[src/rtl/axis_row_packer.sv]
// Re-frames an AXI-Stream into fixed ROW_WORDS-word rows (tlast per row), zero-padding ragged frames.
// Latency 1 cycle; one output register, input stalls while it is full or while pad words are emitted.
module axis_row_packer #(
  parameter int                    DATA_WIDTH = 32,
  parameter int                    ROW_WORDS  = 36,
  parameter logic [DATA_WIDTH-1:0] PAD_WORD   = '0,
  parameter int                    CNT_WIDTH  = 16
) (
  input  logic                    aclk,
  input  logic                    aresetn,
  input  logic [DATA_WIDTH-1:0]   s_axis_tdata,
  input  logic                    s_axis_tvalid,
  output logic                    s_axis_tready,
  input  logic                    s_axis_tlast,
  output logic [DATA_WIDTH-1:0]   m_axis_tdata,
  output logic                    m_axis_tvalid,
  input  logic                    m_axis_tready,
  output logic                    m_axis_tlast,
  output logic [DATA_WIDTH/8-1:0] m_axis_tstrb,
  output logic [CNT_WIDTH-1:0]    rows_done,
  output logic [CNT_WIDTH-1:0]    pad_words,
  output logic                    padding
);

  localparam int STRB_W = DATA_WIDTH / 8;

  localparam logic [0:0] ST_PASS = 1'b0;
  localparam logic [0:0] ST_PAD  = 1'b1;

  logic [0:0] state;
  logic [7:0] word_idx;
  logic       out_free;
  logic       in_hs;
  logic       out_hs;
  logic       last_idx;
  logic [7:0] next_idx;

  assign out_free      = !m_axis_tvalid || m_axis_tready;
  assign s_axis_tready = (state == ST_PASS) && out_free && aresetn;
  assign in_hs         = s_axis_tvalid && s_axis_tready;
  assign out_hs        = m_axis_tvalid && m_axis_tready;
  assign last_idx      = (word_idx == 8'(ROW_WORDS - 1));
  assign next_idx      = last_idx ? 8'd0 : word_idx + 8'd1;
  assign padding       = (state == ST_PAD);

  always_ff @(posedge aclk or negedge aresetn) begin
    if (!aresetn) begin
      state         <= ST_PASS;
      word_idx      <= '0;
      m_axis_tdata  <= '0;
      m_axis_tvalid <= 1'b0;
      m_axis_tlast  <= 1'b0;
      m_axis_tstrb  <= '0;
      rows_done     <= '0;
      pad_words     <= '0;
    end else begin
      if (out_hs && m_axis_tlast) begin
        rows_done <= rows_done + 1'b1;
      end

      if (state == ST_PASS) begin
        if (in_hs) begin
          m_axis_tdata  <= s_axis_tdata;
          m_axis_tstrb  <= {STRB_W{1'b1}};
          m_axis_tvalid <= 1'b1;
          m_axis_tlast  <= last_idx;
          word_idx      <= next_idx;
          // A frame ending mid-row leaves the row open; pad words close it.
          if (s_axis_tlast && !last_idx) begin
            state <= ST_PAD;
          end
        end else if (out_hs) begin
          m_axis_tvalid <= 1'b0;
        end
      end else begin
        if (out_free) begin
          m_axis_tdata  <= PAD_WORD;
          m_axis_tstrb  <= '0;
          m_axis_tvalid <= 1'b1;
          m_axis_tlast  <= last_idx;
          word_idx      <= next_idx;
          pad_words     <= pad_words + 1'b1;
          if (last_idx) begin
            state <= ST_PASS;
          end
        end
      end
    end
  end

endmodule

[config.mk]
export PLATFORM = sky130hd
export DESIGN_NAME = axis_row_packer
export DESIGN_NICKNAME = d
export VERILOG_FILES = /design/src/rtl/axis_row_packer.sv
export SDC_FILE = /design/constraint.sdc
export NUM_CORES = 1
export LEC_CHECK = 0
export CORE_MARGIN = 5
export CORE_UTILIZATION = 30
export CTS_CLUSTER_DIAMETER = 60
export DETAILED_ROUTE_END_ITERATION = 10
export GPL_TIMING_DRIVEN = 0
export PLACE_DENSITY_LB_ADDON = 0.05
export SLEW_MARGIN = 20
export SYNTH_ARGS = -nofsm -noshare
export SYNTH_HDL_FRONTEND = slang
export SYNTH_SLANG_ARGS = --single-unit
[constraint.sdc]
create_clock -name aclk -period 3.36 [get_ports aclk]
set_clock_uncertainty 0.15 [all_clocks]
set_input_delay 0.336 -clock aclk [delete_from_list [all_inputs] [get_ports aclk]]
set_output_delay 0.336 -clock aclk [all_outputs]
set_load 0.02 [all_outputs]
==> results.rst, run 1 <==
.. list-table::
   :header-rows: 1

   * - Metric
     - Value
   * - Result of the run
     - complete, no violations
   * - Number of buffers inserted by port buffering
     - 108
   * - Number of vias after detailed routing
     - 2628
   * - Share of the core filled with cells in the final layout
     - 44.7%
   * - Die outline area
     - 13400 sq um
   * - Ordered list of cells on the worst path
     - dlygate4sd3_1 > buf_4 > buf_16 > nor3b_1 > clkdlybuf4s50_1
   * - Post-Route WL
     - 8140 um
   * - Total inserted antenna cells
     - 0
   * - Fillcell total
     - 1118
   * - Count of pins on the block boundary
     - 109
   * - TritonRoute pass-1 iters
     - 4
   * - Worst hold margin
     - 0.309 ns
   * - Synth top area share
     - 56.9%
   * - Cells taking the most area after synthesis
     - sky130_fd_sc_hd__dfrtp_1 (57%), sky130_fd_sc_hd__nand2_1 (9.1%), sky130_fd_sc_hd__nand3_1 (5.5%)
   * - Largest net degree at the start of global routing
     - 51
   * - Routed length per instance
     - 14.0 um
   * - Transition at the pin with the smallest max-transition slack
     - 0.516 ns
   * - Clock-pin slew on the worst setup and hold paths
     - 0.08 ns
   * - Power density cells
     - 565 nW/um^2
   * - Kind of start point of the critical path
     - input pin
   * - Vias per Instance
     - 4.51
   * - Max Clk Rate
     - 344 MHz
   * - Number of buffer and inverter instances along the worst setup path
     - 4
   * - Routability Congestion
     - 0.767
   * - Cell type with the highest aggregate area in the netlist
     - sky130_fd_sc_hd__dfrtp_1
   * - Final setup violation count
     - 0
   * - Share of layout cells above drive strength 1
     - 10.6%
   * - RSZ-0062 raised after global routing
     - false
   * - Number of warning messages in the yosys log
     - 0
   * - Finished Cell Area
     - 4870 sq um
   * - Gr usage total
     - 13.0%
   * - Starting Density
     - 30.7%
   * - DRC viols
     - 0
   * - Area post-placement
     - 4620 sq um
   * - Root cell of the clock tree
     - sky130_fd_sc_hd__clkbuf_8
   * - IR Drop Worst-Case VDD
     - 0.269 mV
   * - Routed Antenna Nets
     - 0
   * - Number of max-cap violations
     - 0
   * - Buffers inserted during post-CTS setup optimization
     - 0
   * - Count of final hold-check violations
     - 0
   * - Worst-path fanout max
     - 50
   * - Final Total Pwr
     - 2.75 mW
   * - Setup slack after placement
     - 0.925 ns
   * - Mean Syn Cell Area
     - 10.5 sq um
   * - Slowest stage delay, CP
     - 0.65 ns
   * - Top cells by count, synth
     - sky130_fd_sc_hd__nand2_1 (81), sky130_fd_sc_hd__dfrtp_1 (76), sky130_fd_sc_hd__nand3_1 (37), sky130_fd_sc_hd__xnor2_1 (19), sky130_fd_sc_hd__xor2_1 (14)
   * - Post-synthesis cell type count
     - 36
   * - Number of global-route vias before repair
     - 2697
   * - Maximum level of the CTS H-tree
     - 3
   * - Final period util
     - 86.5%
   * - Final-layout setup total negative slack
     - 0 ns
   * - Post-Synthesis Cells
     - 317
   * - Register area share after synthesis
     - 56.9%
   * - Die width
     - 116 um
   * - Most frequently used flop master after synthesis
     - sky130_fd_sc_hd__dfrtp_1
   * - Critical path's top delay family
     - buffers and inverters
   * - Normalized max-slew margin
     - 65.3%
   * - Most used standard cell by instance count after synthesis
     - sky130_fd_sc_hd__nand2_1
   * - Number of antenna violations at the first check in global routing
     - 0
   * - WS Path Type
     - in2out
   * - Height of the chip
     - 116 um
   * - Worst setup EP type
     - output port
   * - Kind of path behind the tightest hold check
     - in2async
   * - Standby leakage power
     - 2.30 nW
   * - #FFs+latches synth
     - 76
   * - Overflow left after global routing
     - 0
   * - Filler-free cell count of the finished design
     - 583
   * - Number of enable flip-flop cells after synthesis
     - 0
   * - CP max-delay cell
     - sky130_fd_sc_hd__clkdlybuf4s50_1
   * - Arrival @ worst endpoint
     - 2.42 ns
   * - Number of clock sinks
     - 76
   * - Final-stage net count
     - 478
   * - Area of the placeable core
     - 10900 sq um
   * - Worst-case setup margin in the final layout
     - 0.455 ns
   * - Detailed Place HPWL
     - 5900 um
   * - Standard-cell rows
     - 38
   * - Max-slew violation count
     - 0
   * - Clock Tree Buf Depth
     - 2
   * - Req. time, crit path
     - 2.87 ns
   * - Growth of design area from synthesis to finish
     - 45.7%
   * - Area of the mapped netlist
     - 3340 sq um
   * - Wire length of the first global-routing pass
     - 13700 um
   * - Min Tclk post-route
     - 2.90 ns
   * - Post-synth ARST share
     - 100%
   * - Iteration-0 DRC Markers
     - 102
   * - Synthesized net count
     - 357
   * - Clock buffers created by TritonCTS
     - 9
   * - Number of placed instances with taps included
     - 566
   * - CTS tree
     - done
   * - Worst-Skew Late Latency
     - 0.35 ns
worst paths after layout:
check / slack, ns / to / cells past startpoint / startpoint
setup / recovery: 0.46 / s_axis_tready / 5 / aresetn
hold / removal: 0.31 / rows_done[2]$_DFFE_PN0P_ / 2 / aresetn
setup reg to reg: 1.50 / word_idx[6]$_DFFE_PN0P_ / 4 / word_idx[2]$_DFFE_PN0P_
hold reg to reg: 0.31 / pad_words[15]$_DFFE_PN0P_ / 1 / pad_words[15]$_DFFE_PN0P_
max in group asynchronous: 2.17 / m_axis_tdata[11]$_DFFE_PN0P_ / 3 / aresetn
min in group aclk: 0.31 / pad_words[15]$_DFFE_PN0P_ / 1 / pad_words[15]$_DFFE_PN0P_
per-layer routing:
| layer | part of all wire (%) | GRT usage [%] | vias up |
|---|---|---|---|
| met5 | 0 | 0 | - |
| met4 | 1.8 | 4.54 | 0 |
| met3 | 9.6 | 6.06 | 10 |
| met2 | 44 | 19.2 | 79 |
| met1 | 45 | 16.7 | 1241 |
| li1 | - | - | 1298 |
cell families (layout without fill, tap and decap cells):
logic type / Yosys count / count (layout) / share of synthesized area [%]
fa+ha+maj: 3 / 3 / 1.12
mux: 5 / 5 / 1.65
flops: 76 / 76 / 56.9
buf+inv: 19 / 145 / 3.78
simple gates: 176 / 176 / 26.8
xor+xnor: 33 / 33 / 8.65
compound gates: 5 / 5 / 1.12
power breakdown:
| group | internal, mW | switching [mW] | total [mW] |
|---|---|---|---|
| registers | 1.04 | 0.127 | 1.17 |
| logic | 0.368 | 0.397 | 0.766 |
| clock network | 0.480 | 0.336 | 0.816 |
worst register-to-register path, stage by stage (launching register included):
cell                      delay (ns)
sky130_fd_sc_hd__dfrtp_1        0.43
sky130_fd_sc_hd__nor4_1         0.39
sky130_fd_sc_hd__nor4b_2        0.43
sky130_fd_sc_hd__nor2_1         0.08
sky130_fd_sc_hd__mux2_2         0.27
sequential cells by signal, summed over array words and instances (netlist names):
signal and count:
m_axis_tvalid 1, padding 1, m_axis_tstrb 1, word_idx 8
pad_words 16, m_axis_tlast 1, rows_done 16, m_axis_tdata 32
repair_timing:
item / in CTS / in global routing
setup endpoints to repair: 0 / 0
gates resized for setup: 0 / 0
hold endpoints to repair: 29 / 0
hold buffers: 1 / 0
placed cells by master (no fill, tap or decap), types with 6 or more instances in the layout:
master,instances
sky130_fd_sc_hd__nor2_1,6
sky130_fd_sc_hd__nand3_2,7
sky130_fd_sc_hd__and3_1,8
sky130_fd_sc_hd__xnor2_1,19
sky130_fd_sc_hd__nand2_1,81
sky130_fd_sc_hd__nor3_1,10
sky130_fd_sc_hd__clkdlybuf4s50_1,107
sky130_fd_sc_hd__dfrtp_1,76
sky130_fd_sc_hd__clkbuf_8,12
sky130_fd_sc_hd__nand3_1,37
sky130_fd_sc_hd__xor2_1,14
area by class of cell:
cell class | instances | area, sq um | area share (%)
sequential | 76 | 1900 | 39.0
timing repair buffer | 110 | 1120 | 22.9
buffer | 15 | 111 | 2.29
multi-input combinational | 222 | 1320 | 27.0
inverter | 4 | 15.0 | 0.308
clock inverter | 3 | 67.6 | 1.39
tap | 140 | 175 | 3.60
clock buffer | 13 | 169 | 3.47
Power figures use the tool's default switching activity.
==> run 2, diff against run 1 <==
--- a/config.mk
+++ b/config.mk
@@ -5,7 +5,7 @@
 export SDC_FILE = /design/constraint.sdc
 export NUM_CORES = 1
 export LEC_CHECK = 0
-export CORE_MARGIN = 5
+export CORE_MARGIN = 2
 export CORE_UTILIZATION = 30
 export CTS_CLUSTER_DIAMETER = 60
 export DETAILED_ROUTE_END_ITERATION = 10
==> run 2 against run 1 <==
Non-clock buffer count unchanged. Worst setup slack worse by 0.14 ns. Sequential share of layout area up 0.15 points. Combinational power about the same. Sequential power about the same. Power down 1.1%. Wire length down 3.0%. Clock power down 3.2%. Core utilization about the same. Die area down 10%. Via count up 0.68%. Largest cell class unchanged.
==> results.rst, run 2 (synthesis gave the netlist of run 1 again) <==
.. list-table::
   :header-rows: 1

   * - Metric
     - Value
   * - CTS tree
     - done
   * - Final setup violation count
     - 0 (unchanged)
   * - Biggest register
     - m_axis_tdata
   * - Standard-cell rows
     - 38 (unchanged)
   * - Height of the chip
     - 110 um (-5.2%)
   * - Max-slew violation count
     - 0 (unchanged)
   * - Worst-Skew Late Latency
     - 0.35 ns (about the same)
   * - Commonest cells after routing, fill and taps aside
     - sky130_fd_sc_hd__clkdlybuf4s50_1 (107), sky130_fd_sc_hd__nand2_1 (81), sky130_fd_sc_hd__dfrtp_1 (76), sky130_fd_sc_hd__nand3_1 (37), sky130_fd_sc_hd__xnor2_1 (19)
   * - Final Total Pwr
     - 2.72 mW (-1.1%)
   * - Total inserted antenna cells
     - 0 (unchanged)
   * - RSZ-0062 raised after global routing
     - false
   * - Clock Tree Buf Depth
     - 2 (unchanged)
   * - Number of vias after detailed routing
     - 2646 (+0.68%)
   * - Final period util
     - 90.7% (+4.3 points)
   * - Root cell of the clock tree
     - sky130_fd_sc_hd__clkbuf_8
   * - Starting Density
     - 30.8% (+0.13 points)
   * - Post-Route WL
     - 7900 um (-3.0%)
   * - Commonest non-fill, non-tap cell in the layout
     - sky130_fd_sc_hd__clkdlybuf4s50_1
   * - WS Path Type
     - in2out
   * - Area of the placeable core
     - 10800 sq um (-0.44%)
   * - Worst hold margin
     - 0.314 ns (+0.00527 ns)
   * - Wire length of the first global-routing pass
     - 13000 um (-5.3%)
   * - Die outline area
     - 12000 sq um (-10%)
   * - Count of pins on the block boundary
     - 109 (unchanged)
   * - Detailed Place HPWL
     - 5630 um (-4.6%)
   * - Number of buffers inserted by port buffering
     - 108 (unchanged)
   * - Overflow left after global routing
     - 0 (unchanged)
   * - Share of the core filled with cells in the final layout
     - 44.8% (about the same)
   * - TritonRoute pass-1 iters
     - 4 (unchanged)
   * - Number of flip-flops under the largest register name
     - 32 (unchanged)
   * - Die width
     - 110 um (-5.2%)
   * - Routed Antenna Nets
     - 0 (unchanged)
   * - Largest net degree at the start of global routing
     - 45 (-12%)
   * - Arrival @ worst endpoint
     - 2.56 ns (+0.14 ns)
   * - Number of max-cap violations
     - 0 (unchanged)
   * - Maximum level of the CTS H-tree
     - 3 (unchanged)
   * - Count of final hold-check violations
     - 0 (unchanged)
   * - Min Tclk post-route
     - 3.05 ns (+0.144 ns)
   * - Routability Congestion
     - 0.713 (-6.9%)
   * - IR Drop Worst-Case VDD
     - 0.232 mV (-14%)
   * - Kind of path behind the tightest hold check
     - reg2reg
   * - Buffers inserted during post-CTS setup optimization
     - 0 (unchanged)
   * - Clock-pin slew on the worst setup and hold paths
     - 0.09 ns (about the same)
   * - Number of clock sinks
     - 76 (unchanged)
   * - Growth of design area from synthesis to finish
     - 45.1%
   * - Number of global-route vias before repair
     - 2657 (-1.5%)
   * - DRC viols
     - 0 (unchanged)
   * - Number of antenna violations at the first check in global routing
     - 0 (unchanged)
   * - Transition at the pin with the smallest max-transition slack
     - 0.594 ns (+0.0784 ns)
   * - Power density cells
     - 561 nW/um^2 (-0.69%)
   * - Routed length per instance
     - 13.5 um (-3.0%)
   * - Clock buffers created by TritonCTS
     - 9 (unchanged)
   * - Standby leakage power
     - 2.29 nW (-0.64%)
   * - Largest registers ranked by flip-flop count
     - m_axis_tdata x32, pad_words x16, rows_done x16
   * - Max Clk Rate
     - 328 MHz (-4.7%)
   * - Req. time, crit path
     - 2.87 ns (about the same)
   * - Result of the run
     - complete, no violations
   * - Normalized max-slew margin
     - 60.4% (-4.9 points)
   * - Kind of start point of the critical path
     - input pin
   * - Final-layout setup total negative slack
     - 0 ns (unchanged)
   * - Gr usage total
     - 14.1% (+1.1 points)
   * - Worst setup EP type
     - output port
   * - Share of layout cells above drive strength 1
     - 10.8% (+0.23 points)
   * - Fillcell total
     - 1067 (-4.6%)
   * - Vias per Instance
     - 4.54 (+0.68%)
   * - Iteration-0 DRC Markers
     - 97 (-4.9%)
   * - Worst-path fanout max
     - 44 (-12%)
   * - Final-stage net count
     - 478 (unchanged)
[run 2: where the power goes]
part / internal [mW] / switching, mW / total, mW
Clock: 0.437 / 0.353 / 0.790
Sequential: 1.04 / 0.127 / 1.17
Combinational: 0.367 / 0.396 / 0.763
[run 2: critical path, cell delays in order]
cell and delay [ns]:
sky130_fd_sc_hd__dlygate4sd3_1 0.53, sky130_fd_sc_hd__buf_4 0.49, sky130_fd_sc_hd__buf_12 0.29, sky130_fd_sc_hd__nor3b_1 0.23
sky130_fd_sc_hd__clkdlybuf4s50_1 0.66
[run 2: per-stage QoR]
stage               setup slack, ns  std cells  cell area [sq um]
floorplan                      1.59        317               3340
global placement              -1.76        565               4600
detailed placement            0.791        566               4620
CTS                           0.231        583               4850
global route                 0.0294        583               4850
finish                        0.312        583               4850
[run 2: metal layers]
metal	part of all wire, %	vias to the layer above	track usage [%]
li1	-	1297	-
met1	44	1260	18.0
met2	46	79	20.9
met3	7.9	10	5.10
met4	1.7	0	7.05
met5	0	-	0
[run 2: layout make-up]
cell class	instances	area (sq um)	area share [%]
inverter	4	15.0	0.309
multi-input combinational	222	1320	27.1
sequential	76	1900	39.2
clock buffer	10	138	2.84
timing repair buffer	110	1110	22.8
tap	140	175	3.61
buffer	15	111	2.30
clock inverter	6	87.6	1.81
[run 2: final timing paths]
check	from	end	slack (ns)	depth (start not counted)
worst max-delay path	aresetn	s_axis_tready	0.31	5
worst min-delay path	pad_words[15]$_DFFE_PN0P_	pad_words[15]$_DFFE_PN0P_	0.31	1
worst max register to register	word_idx[2]$_DFFE_PN0P_	word_idx[6]$_DFFE_PN0P_	1.51	4
worst min register to register	pad_words[15]$_DFFE_PN0P_	pad_words[15]$_DFFE_PN0P_	0.31	1
max in group asynchronous	aresetn	m_axis_tdata[15]$_DFFE_PN0P_	2.07	3
min in group asynchronous	aresetn	rows_done[3]$_DFFE_PN0P_	0.38	2
[run 2: repair_timing]
item,4_1_cts,5_1_grt
resized for setup,0,0
hold buffers,1,0
endpoints found under the hold margin,43,0
